File: src/rtl/multi_updown_counter_if.sv
// Bundle of the counter bank's per-channel data/strobe signals.
// Optional threshold signals appear when COUNTER_THRESH_EN is defined.
interface multi_updown_counter_if #(
  parameter int WIDTH    = 8,
  parameter int INC_SIZE = 1,
  parameter int DEC_SIZE = 1,
  parameter int NUM_CH   = 2
);
  logic [NUM_CH*INC_SIZE-1:0] inc;
  logic [NUM_CH*DEC_SIZE-1:0] dec;
  logic [NUM_CH-1:0]          load;
  logic [NUM_CH*WIDTH-1:0]    load_val;
  logic                       clr_flags;
  logic [NUM_CH*WIDTH-1:0]    count;
  logic [NUM_CH-1:0]          at_max;
  logic [NUM_CH-1:0]          at_min;
  logic [NUM_CH-1:0]          ovf;
  logic [NUM_CH-1:0]          unf;
`ifdef COUNTER_THRESH_EN
  logic [NUM_CH*WIDTH-1:0]    thresh;
  logic [NUM_CH-1:0]          above_thresh;

  modport master (
    output inc, dec, load, load_val, clr_flags, thresh,
    input  count, at_max, at_min, ovf, unf, above_thresh
  );
  modport slave (
    input  inc, dec, load, load_val, clr_flags, thresh,
    output count, at_max, at_min, ovf, unf, above_thresh
  );
`else
  modport master (
    output inc, dec, load, load_val, clr_flags,
    input  count, at_max, at_min, ovf, unf
  );
  modport slave (
    input  inc, dec, load, load_val, clr_flags,
    output count, at_max, at_min, ovf, unf
  );
`endif
endinterface

File: src/rtl/multi_updown_counter.sv
// Bank of NUM_CH independent up/down counters with load, saturate/wrap and sticky flags.
// Define COUNTER_THRESH_EN to add per-channel registered threshold compare.
module multi_updown_counter #(
  parameter int WIDTH    = 8,
  parameter int INC_SIZE = 1,
  parameter int DEC_SIZE = 1,
  parameter int NUM_CH   = 2,
  parameter int WRAP     = 0
) (
  input  logic                  clk,
  input  logic                  rst_n,
  multi_updown_counter_if.slave bus
);

  localparam int STEP_W = (INC_SIZE > DEC_SIZE) ? INC_SIZE : DEC_SIZE;
  localparam int EXT_W  = WIDTH + STEP_W + 2;
  localparam logic signed [EXT_W-1:0] MAX_S = {{(STEP_W+2){1'b0}}, {WIDTH{1'b1}}};

  logic signed [EXT_W-1:0] sum_p0  [NUM_CH];
  logic [WIDTH-1:0]        nxt_cnt [NUM_CH];
  logic [WIDTH-1:0]        cnt_p1  [NUM_CH];
  logic [NUM_CH-1:0]       ovf_set;
  logic [NUM_CH-1:0]       unf_set;
  logic [NUM_CH-1:0]       ovf_p1;
  logic [NUM_CH-1:0]       unf_p1;
  logic [NUM_CH*WIDTH-1:0] count_pk;
  logic [NUM_CH-1:0]       at_max_c;
  logic [NUM_CH-1:0]       at_min_c;

  function automatic logic is_ovf(input logic signed [EXT_W-1:0] r);
    return r > MAX_S;
  endfunction

  function automatic logic is_unf(input logic signed [EXT_W-1:0] r);
    return r[EXT_W-1];
  endfunction

  // Saturate to [0, 2**WIDTH-1] or take the low bits for modulo wrap.
  function automatic logic [WIDTH-1:0] limit(input logic signed [EXT_W-1:0] r);
    logic [WIDTH-1:0] res;
    res = r[WIDTH-1:0];
    if (WRAP == 0) begin
      if (is_ovf(r))      res = {WIDTH{1'b1}};
      else if (is_unf(r)) res = '0;
    end
    return res;
  endfunction

  // Stage p0: full-precision net sum and next-state selection
  always_comb begin
    ovf_set = '0;
    unf_set = '0;
    for (int ch = 0; ch < NUM_CH; ch++) begin
      sum_p0[ch] = $signed({{(EXT_W-WIDTH){1'b0}}, cnt_p1[ch]})
                 + $signed({{(EXT_W-INC_SIZE){1'b0}}, bus.inc[ch*INC_SIZE +: INC_SIZE]})
                 - $signed({{(EXT_W-DEC_SIZE){1'b0}}, bus.dec[ch*DEC_SIZE +: DEC_SIZE]});
      if (bus.load[ch]) begin
        nxt_cnt[ch] = bus.load_val[ch*WIDTH +: WIDTH];
      end else begin
        nxt_cnt[ch] = limit(sum_p0[ch]);
        ovf_set[ch] = is_ovf(sum_p0[ch]);
        unf_set[ch] = is_unf(sum_p0[ch]);
      end
    end
  end

  // Stage p1: count and sticky flag registers (set beats clear)
  always_ff @(posedge clk or negedge rst_n) begin
    if (!rst_n) begin
      for (int ch = 0; ch < NUM_CH; ch++) cnt_p1[ch] <= '0;
      ovf_p1 <= '0;
      unf_p1 <= '0;
    end else begin
      for (int ch = 0; ch < NUM_CH; ch++) cnt_p1[ch] <= nxt_cnt[ch];
      ovf_p1 <= (ovf_p1 & ~{NUM_CH{bus.clr_flags}}) | ovf_set;
      unf_p1 <= (unf_p1 & ~{NUM_CH{bus.clr_flags}}) | unf_set;
    end
  end

  always_comb begin
    count_pk = '0;
    at_max_c = '0;
    at_min_c = '0;
    for (int ch = 0; ch < NUM_CH; ch++) begin
      count_pk[ch*WIDTH +: WIDTH] = cnt_p1[ch];
      at_max_c[ch] = &cnt_p1[ch];
      at_min_c[ch] = ~|cnt_p1[ch];
    end
  end

  assign bus.count  = count_pk;
  assign bus.at_max = at_max_c;
  assign bus.at_min = at_min_c;
  assign bus.ovf    = ovf_p1;
  assign bus.unf    = unf_p1;

`ifdef COUNTER_THRESH_EN
  logic [NUM_CH-1:0] above_p1;

  // Compare against the next count so the flag lines up with count itself
  always_ff @(posedge clk or negedge rst_n) begin
    if (!rst_n) begin
      above_p1 <= '0;
    end else begin
      for (int ch = 0; ch < NUM_CH; ch++)
        above_p1[ch] <= (nxt_cnt[ch] >= bus.thresh[ch*WIDTH +: WIDTH]);
    end
  end

  assign bus.above_thresh = above_p1;
`endif

endmodule

File: src/flat_wrapper.sv
// flat-port wrapper written by rule: the top's interface ports become plain ports
module multi_updown_counter_flat 
#(
  parameter int WIDTH    = 8,
  parameter int INC_SIZE = 1,
  parameter int DEC_SIZE = 1,
  parameter int NUM_CH   = 2,
  parameter int WRAP     = 0
)
  (clk, rst_n, bus_inc, bus_dec, bus_load, bus_load_val, bus_clr_flags, bus_count, bus_at_max, bus_at_min, bus_ovf, bus_unf);
  multi_updown_counter_if #(.WIDTH(WIDTH), .INC_SIZE(INC_SIZE), .DEC_SIZE(DEC_SIZE), .NUM_CH(NUM_CH)) bus_i ();
  input  logic clk;
  input  logic rst_n;
  input wire logic [$bits(bus_i.inc)-1:0] bus_inc;
  input wire logic [$bits(bus_i.dec)-1:0] bus_dec;
  input wire logic [$bits(bus_i.load)-1:0] bus_load;
  input wire logic [$bits(bus_i.load_val)-1:0] bus_load_val;
  input wire logic [$bits(bus_i.clr_flags)-1:0] bus_clr_flags;
  output wire logic [$bits(bus_i.count)-1:0] bus_count;
  output wire logic [$bits(bus_i.at_max)-1:0] bus_at_max;
  output wire logic [$bits(bus_i.at_min)-1:0] bus_at_min;
  output wire logic [$bits(bus_i.ovf)-1:0] bus_ovf;
  output wire logic [$bits(bus_i.unf)-1:0] bus_unf;
  assign bus_i.inc = bus_inc;
  assign bus_i.dec = bus_dec;
  assign bus_i.load = bus_load;
  assign bus_i.load_val = bus_load_val;
  assign bus_i.clr_flags = bus_clr_flags;
  assign bus_count = bus_i.count;
  assign bus_at_max = bus_i.at_max;
  assign bus_at_min = bus_i.at_min;
  assign bus_ovf = bus_i.ovf;
  assign bus_unf = bus_i.unf;
  multi_updown_counter #(.WIDTH(WIDTH), .INC_SIZE(INC_SIZE), .DEC_SIZE(DEC_SIZE), .NUM_CH(NUM_CH), .WRAP(WRAP)) u_core (.clk(clk), .rst_n(rst_n), .bus(bus_i));
endmodule
File: config.mk
export PLATFORM = sky130hd
export DESIGN_NAME = multi_updown_counter_flat
export DESIGN_NICKNAME = d
export VERILOG_FILES = /design/src/rtl/multi_updown_counter_if.sv /design/src/rtl/multi_updown_counter.sv /design/src/flat_wrapper.sv
export SDC_FILE = /design/constraint.sdc
export NUM_CORES = 1
export LEC_CHECK = 0
export BUFFER_PORTS_ARGS = -buffer_cell sky130_fd_sc_hd__buf_2
export CAP_MARGIN = 15
export CORE_UTILIZATION = 50
export CTS_BUF_LIST = sky130_fd_sc_hd__clkbuf_2 sky130_fd_sc_hd__clkbuf_4 sky130_fd_sc_hd__clkbuf_8
export DETAILED_ROUTE_END_ITERATION = 8
export PLACE_DENSITY = 0.79
export RECOVER_POWER = 50
export SLEW_MARGIN = 20
export SYNTH_ARGS = -nofsm -noshare
export SYNTH_HDL_FRONTEND = slang
export SYNTH_SLANG_ARGS = --single-unit
File: constraint.sdc
create_clock -name clk -period 2.4 [get_ports clk]
set_input_delay 0.72 -clock clk [delete_from_list [all_inputs] [get_ports clk]]
set_output_delay 0.72 -clock clk [all_outputs]
set_load 0.02 [all_outputs]
==> flow_metrics.env, run 1 <==
export IMPL_run_status="finished with violations"
export IMPL_violations="setup timing"
export IMPL_finalSetupTns_ns=-0.7131
export IMPL_cp_data_required_time_ns=2.59
export IMPL_synth_seq_cells=20
export IMPL_ir_drop_v=0.0003854
export IMPL_io_buffers=48
export IMPL_root_buffer="clkbuf_8"
export IMPL_drc=0
export IMPL_syn2layout_area_growth_pct=46.40
export IMPL_routedWlPerCell_um=16.80
export IMPL_synth_top_area_share_pct=26.94
export IMPL_syn_area_per_cell_um2=8.933
export IMPL_grtUsageTotal_pct=29.18
export IMPL_die_h_um=62.96
export IMPL_dp_hpwl_mm=3.842
export IMPL_skew_ns=0.004408
export IMPL_crit_arrival_ns=2.69
export IMPL_max_freq_mhz=400.7
export IMPL_relSlewSlack_pct=24.02
export IMPL_p_per_area_nw_per_um2=589.3
export IMPL_die_w_um=62.96
export IMPL_drive_gt1_share_pct=48.63
export IMPL_min_period_ns=2.496
export IMPL_setup_viol=11
export IMPL_synth_top_area_cell="dfrtp_1"
export IMPL_synth_nets=242
export IMPL_rsz0062_at_grt="yes"
export IMPL_start_kind="input pin"
export IMPL_path_clk_slew_ns=0.08
export IMPL_vias_per_cell=5.852
export IMPL_insertion_delay_ns=0.26
export IMPL_worstHoldPathCells=2
export IMPL_totalWireLength_mm=5.680
export IMPL_fin_ws_ns=-0.09561
export IMPL_ff2ff_path_depth=9
export IMPL_period_share_pct=104.0
export IMPL_drt_iter0_markers=134
export IMPL_ys_types=55
export IMPL_synthFlopType="dfrtp_1"
export IMPL_cts_hold_buffers=0
export IMPL_synth_warnings=0
export IMPL_coreArea_um2=3442
export IMPL_final_antenna_net_count=0
export IMPL_grt_pass1_vias=1947
export IMPL_layout_common_cells="46 x buf_4, 41 x buf_2, 25 x nand2_1"
export IMPL_grt_pass1_wl_mm=9.149
export IMPL_drv_cap=0
export IMPL_cts_sinks=20
export IMPL_vias=1978
export IMPL_grt_overflow=0
export IMPL_netlist_instances=208
export IMPL_synth_edf_count=0
export IMPL_power_leakage_nw=1.183
export IMPL_grt_max_degree=21
export IMPL_rows=21
export IMPL_cts_tree="done"
export IMPL_first_pass_iters=4
export IMPL_antenna_found_initial=0
export IMPL_initial_core_util_pct=53.98
export IMPL_synth_area_um2=1858
export IMPL_crit_fanout=8
export IMPL_slew_viol_final=0
export IMPL_worst_pin_slew_ns=1.140
export IMPL_num_io_pins=49
export IMPL_yosysSeqAreaShare_pct=26.94
export IMPL_synthArstFlopShare_pct=100.0
export IMPL_clk_path_buf_depth=2
export IMPL_layout_nets=327
export IMPL_fillers=216
export IMPL_place_gp_congestion=0.8334
export IMPL_hold_viol=0
export IMPL_dieArea_um2=3964
export IMPL_diodes=0
export IMPL_cts_buffers=3
export IMPL_htree_num_levels=1
export IMPL_cp_end_kind="register"
export IMPL_hp_class="reg -> reg"
export IMPL_post_route_util_pct=79.03
export IMPL_ys_top_cells_by_area="dfrtp_1 27%, xnor2_1 7.5%, ha_1 6.1%"
export IMPL_final_common_cell="buf_4"
export IMPL_crit_type="in -> reg"
## registers in the layout, summed over array words and instances (netlist names)
| register | flops |
|---|---|
| u_core.bus.count | 16 |
| u_core.bus.ovf | 2 |
| u_core.bus.unf | 2 |
## final timing paths
kind | end | startpoint | slack (ns)
hold reg to reg | u_core.bus.ovf[1] | u_core.bus.ovf[1] | 0.54
min in group asynchronous | u_core.bus.ovf[0] | rst_n | 0.65
hold / removal | u_core.bus.ovf[1] | u_core.bus.ovf[1] | 0.54
setup / recovery | u_core.bus.count[11] | bus_inc[1] | -0.1
max in group asynchronous | u_core.bus.count[7] | rst_n | 1.07
setup reg to reg | u_core.bus.count[11] | u_core.bus.count[8] | -0.01
## cell usage after synthesis, types with 2 or more instances
cell / instances
a21oi_1: 4
o211ai_1: 6
buf_2: 2
o21ai_2: 2
dfrtp_1: 20
nor2b_1: 3
nand3_1: 5
nand4_1: 7
nand3b_1: 3
xnor2_1: 16
mux2i_1: 2
clkbuf_1: 4
nor4b_1: 3
inv_1: 9
and3_1: 3
xor2_1: 6
ha_1: 9
buf_6: 7
nand2_1: 25
o22ai_1: 3
a31oi_1: 2
a21boi_0: 3
and3b_1: 2
nor3_1: 4
or4b_1: 2
nand3_2: 2
nor2_1: 11
a211o_1: 2
nand2b_1: 4
o211ai_2: 6
and2_1: 2
nor3b_1: 3
o21ai_0: 2
buf_4: 2
o31ai_1: 2
## logic make-up (layout without fill, tap and decap cells)
kind of cell	count (synthesis)	count (layout)	share of synthesized area, %
flip-flops	20	20	26.94
XOR/XNOR	22	22	10.37
adder cells (fa/ha/maj)	9	9	6.061
multiplexers	3	3	1.684
AND/OR/NAND/NOR	87	87	26.40
buffers and inverters	25	109	8.754
AO/OA/AOI/OAI	42	42	19.80
## power by group
group          leakage (nW)  internal (mW)  switching, mW  total (mW)
combinational         0.900          0.378          0.393       0.771
sequential            0.247          0.383          0.107       0.490
clock                0.0357          0.223          0.119       0.342
## per-stage QoR
stage	power [mW]	instance area [um^2]	std cells	hold slack (ns)	setup WS, ns
after floorplan	0.9685	2013	208	0.4244	-0.1713
after global placement	1.155	2469	325	0.5154	-0.3250
after detailed placement	1.184	2469	325	0.5198	-0.3956
after CTS	1.545	2634	336	0.4107	-0.05260
after global routing	1.695	2720	338	0.5689	-0.1252
final	1.603	2720	338	0.5439	-0.09561
## repair_timing
item                       4_1_cts  5_1_grt
gates resized for setup         10       14
buffers inserted                 7        2
pin swaps                       11        7
setup endpoints to repair       20       20
## area by class of cell
class	instances	area, um^2	area share, %
repair buffers	96	625.6	23.00
multi-input cells	163	1426	52.44
flip-flops and latches	20	500.5	18.40
inverters	9	38.79	1.426
well taps	46	57.56	2.116
clock buffers	3	41.29	1.518
clock inverters	1	30.03	1.104
## routing by layer
metal  up-vias  GRT usage, %  part of all wire [%]
li1        917             -                     -
met2        80         49.87                    49
met4         0         8.721                   2.2
met1       967         36.52                    44
met3        14         5.839                   5.3
met5         -             0                     0
## critical path: stages
cell,delay [ns]
buf_6,0.10
ha_4,0.17
ha_4,0.23
nand3b_1,0.20
a211o_1,0.31
a22oi_2,0.23
a21oi_2,0.10
or3_1,0.39
buf_6,0.16
o211ai_2,0.07
Note: power is estimated with default switching activity, not from simulation.
==> run 2, diff against run 1 <==
CELL_PAD_IN_SITES_DETAIL_PLACEMENT = 1   (was not set)
CELL_PAD_IN_SITES_GLOBAL_PLACEMENT = 1   (was not set)
CORE_UTILIZATION = 39   (was 50)
CTS_BUF_LIST = not set   (was sky130_fd_sc_hd__clkbuf_2 sky130_fd_sc_hd__clkbuf_4 sky130_fd_sc_hd__clkbuf_8)
PLACE_DENSITY = not set   (was 0.79)
PLACE_DENSITY_LB_ADDON = 0.1   (was not set)
clock period = 2.6 ns   (was 2.4 ns; I/O delays follow)
==> run 2 against run 1 <==
The run ends with DRC left. Cell count down 0.59%. Final area down 5.4%. Clock power down 7.6%. Critical endpoint unchanged. Largest power group unchanged.
==> flow_metrics.env, run 2 (synthesized netlist as in run 1, its figures left out) <==
export IMPL_crit_arrival_ns=2.71
export IMPL_cpPeakStageDelay_ns=0.40
export IMPL_run_status="finished with violations"
export IMPL_worst_pin_slew_ns=1.123
export IMPL_combinationalPowerShare_pct=43.8
export IMPL_hp_class="reg -> reg"
export IMPL_root_buffer="clkbuf_8"
export IMPL_final_common_cell="buf_2"
export IMPL_grtUsageTotal_pct=23.16
export IMPL_vias=1794
export IMPL_layout_nets=319
export IMPL_coreArea_um2=4474
export IMPL_rows=24
export IMPL_die_w_um=71.03
export IMPL_multiInputGateArea_um2=1358
export IMPL_relSlewSlack_pct=25.15
export IMPL_crit_slowest_cell="or3_4"
export IMPL_fillers=553
export IMPL_drt_iter0_markers=52
export IMPL_finalPower_mw=1.387
export IMPL_setup_viol=0
export IMPL_skew_ns=0.008008
export IMPL_largest_register_ff_count=16
export IMPL_cts_sinks=20
export IMPL_drv_cap=0
export IMPL_cp_data_required_time_ns=2.78
export IMPL_drc=4
export IMPL_p_per_area_nw_per_um2=539.2
export IMPL_clk_path_buf_depth=2
export IMPL_r2r_start="u_core.bus.count[8]"
export IMPL_crit_type="in -> reg"
export IMPL_cp_end_kind="register"
export IMPL_clkPwrFrac_pct=22.8
export IMPL_syn2layout_area_growth_pct=38.45
export IMPL_cts_tree="done"
export IMPL_path_clk_slew_ns=0.08
export IMPL_io_buffers=48
export IMPL_cts_hold_buffers=0
export IMPL_ir_drop_v=0.0003504
export IMPL_routedWlPerCell_um=16.02
export IMPL_insertion_delay_ns=0.26
export IMPL_grt_overflow=0
export IMPL_violations="DRC"
export IMPL_grt_busiest_layer="met2"
export IMPL_grt_pass1_wl_mm=9.232
export IMPL_slew_viol_final=0
export IMPL_max_freq_mhz=394.5
export IMPL_layout_common_cells="36 x buf_2, 35 x buf_4, 25 x nand2_1"
export IMPL_first_pass_iters=8
export IMPL_place_gp_congestion=0.7768
export IMPL_crit_fanout=5
export IMPL_hold_viol=0
export IMPL_hold_start="u_core.bus.unf[0]"
export IMPL_grt_max_degree=21
export IMPL_grtUsageMet2_pct=36.97
export IMPL_totalWireLength_mm=5.383
export IMPL_diodes=0
export IMPL_p_seq_share_pct=33.4
export IMPL_min_period_ns=2.535
export IMPL_placed_area_um2=2451
export IMPL_grt_pass1_vias=1872
export IMPL_num_io_pins=49
export IMPL_register_area_um2=500.5
export IMPL_finalSetupTns_ns=0
export IMPL_dp_hpwl_mm=4.304
export IMPL_antenna_found_initial=0
export IMPL_htree_num_levels=1
export IMPL_cp_cell_sequence="buf_6 -> ha_4 -> ha_4 -> nand3b_1 -> a211o_1 -> a22oi_2 -> a21oi_2 -> or3_4 -> buf_6 -> o211ai_2"
export IMPL_met1_usage_pct=33.72
export IMPL_initial_core_util_pct=41.53
export IMPL_fin_area_um2=2572
export IMPL_vias_per_cell=5.339
export IMPL_post_route_util_pct=57.49
export IMPL_final_antenna_net_count=0
export IMPL_use_met3_pct=3.704
export IMPL_period_share_pct=97.50
export IMPL_die_h_um=71.03
export IMPL_power_internal_mw=0.8530
export IMPL_cts_buffers=3
export IMPL_start_kind="input pin"
export IMPL_startpoint="bus_inc[1]"
export IMPL_dieArea_um2=5045
export IMPL_p_sw_mw=0.5341
export IMPL_drive_gt1_share_pct=42.61
export IMPL_swShare_pct=38.50
export IMPL_power_leakage_nw=1.104
[run 2: cell types whose count changed in the layout (fill, tap and decap cells not counted), moves of 2 or more]
cell	delta
o22ai_1	+2
o22ai_2	-2
inv_2	+2
clkbuf_1	+8
buf_4	-11
buf_2	-5
inv_4	-2
[run 2: worst paths after layout]
path	cells past startpoint	end	slack (ns)
min in group asynchronous	1	u_core.bus.count[15]	0.70
hold reg to reg	2	u_core.bus.unf[0]	0.53
setup reg to reg	9	u_core.bus.count[11]	0.18
hold / removal	2	u_core.bus.unf[0]	0.53
setup / recovery	10	u_core.bus.count[11]	0.07
max in group asynchronous	1	u_core.bus.count[1]	1.22
[run 2: metal layers]
metal	vias to the layer above	share of wire [%]
li1	899	-
met1	852	50
met2	39	46
met3	4	3.7
met4	0	0.61
met5	-	0
[run 2: timing repair]
item                                   in CTS  in global routing
gates resized for setup                     0                 11
setup buffers                               0                  3
endpoints found under the hold margin       0                  0
setup endpoints to repair                   0                 16
[run 2: per-stage QoR]
step / setup WS (ns) / hold slack, ns / instances
after global placement: -0.2109 / 0.5130 / 329
after detailed placement: -0.2317 / 0.5162 / 329
after floorplan: -0.03130 / 0.4844 / 208
final: 0.06513 / 0.5289 / 336
after global routing: -0.006132 / 0.5556 / 336
after CTS: 0.03645 / 0.4705 / 333
[run 2: cell type report]
cell class              count  share of cell area, %
clock buffers               3                  1.605
clock inverters             1                  1.167
inverters                   9                  1.313
multi-input cells         163                  52.77
flip-flops and latches     20                  19.46
well taps                  52                  2.529
repair buffers             88                  21.16
[run 2: critical path: cells and delay by family]
family                     cells  cell delay (ns)
and+or+nand+nor                2             0.60
AOI/OAI and AO/OA              4             0.70
buffers and inverters          2             0.24
adders and majority gates      2             0.39
[run 2: power groups by stage]
stage	clock network [mW]	logic, mW	registers (mW)
floorplan	0	0.433	0.458
global placement	0	0.588	0.466
detailed placement	0	0.606	0.469
CTS	0.322	0.608	0.463
global route	0.334	0.673	0.475
finish	0.316	0.608	0.463
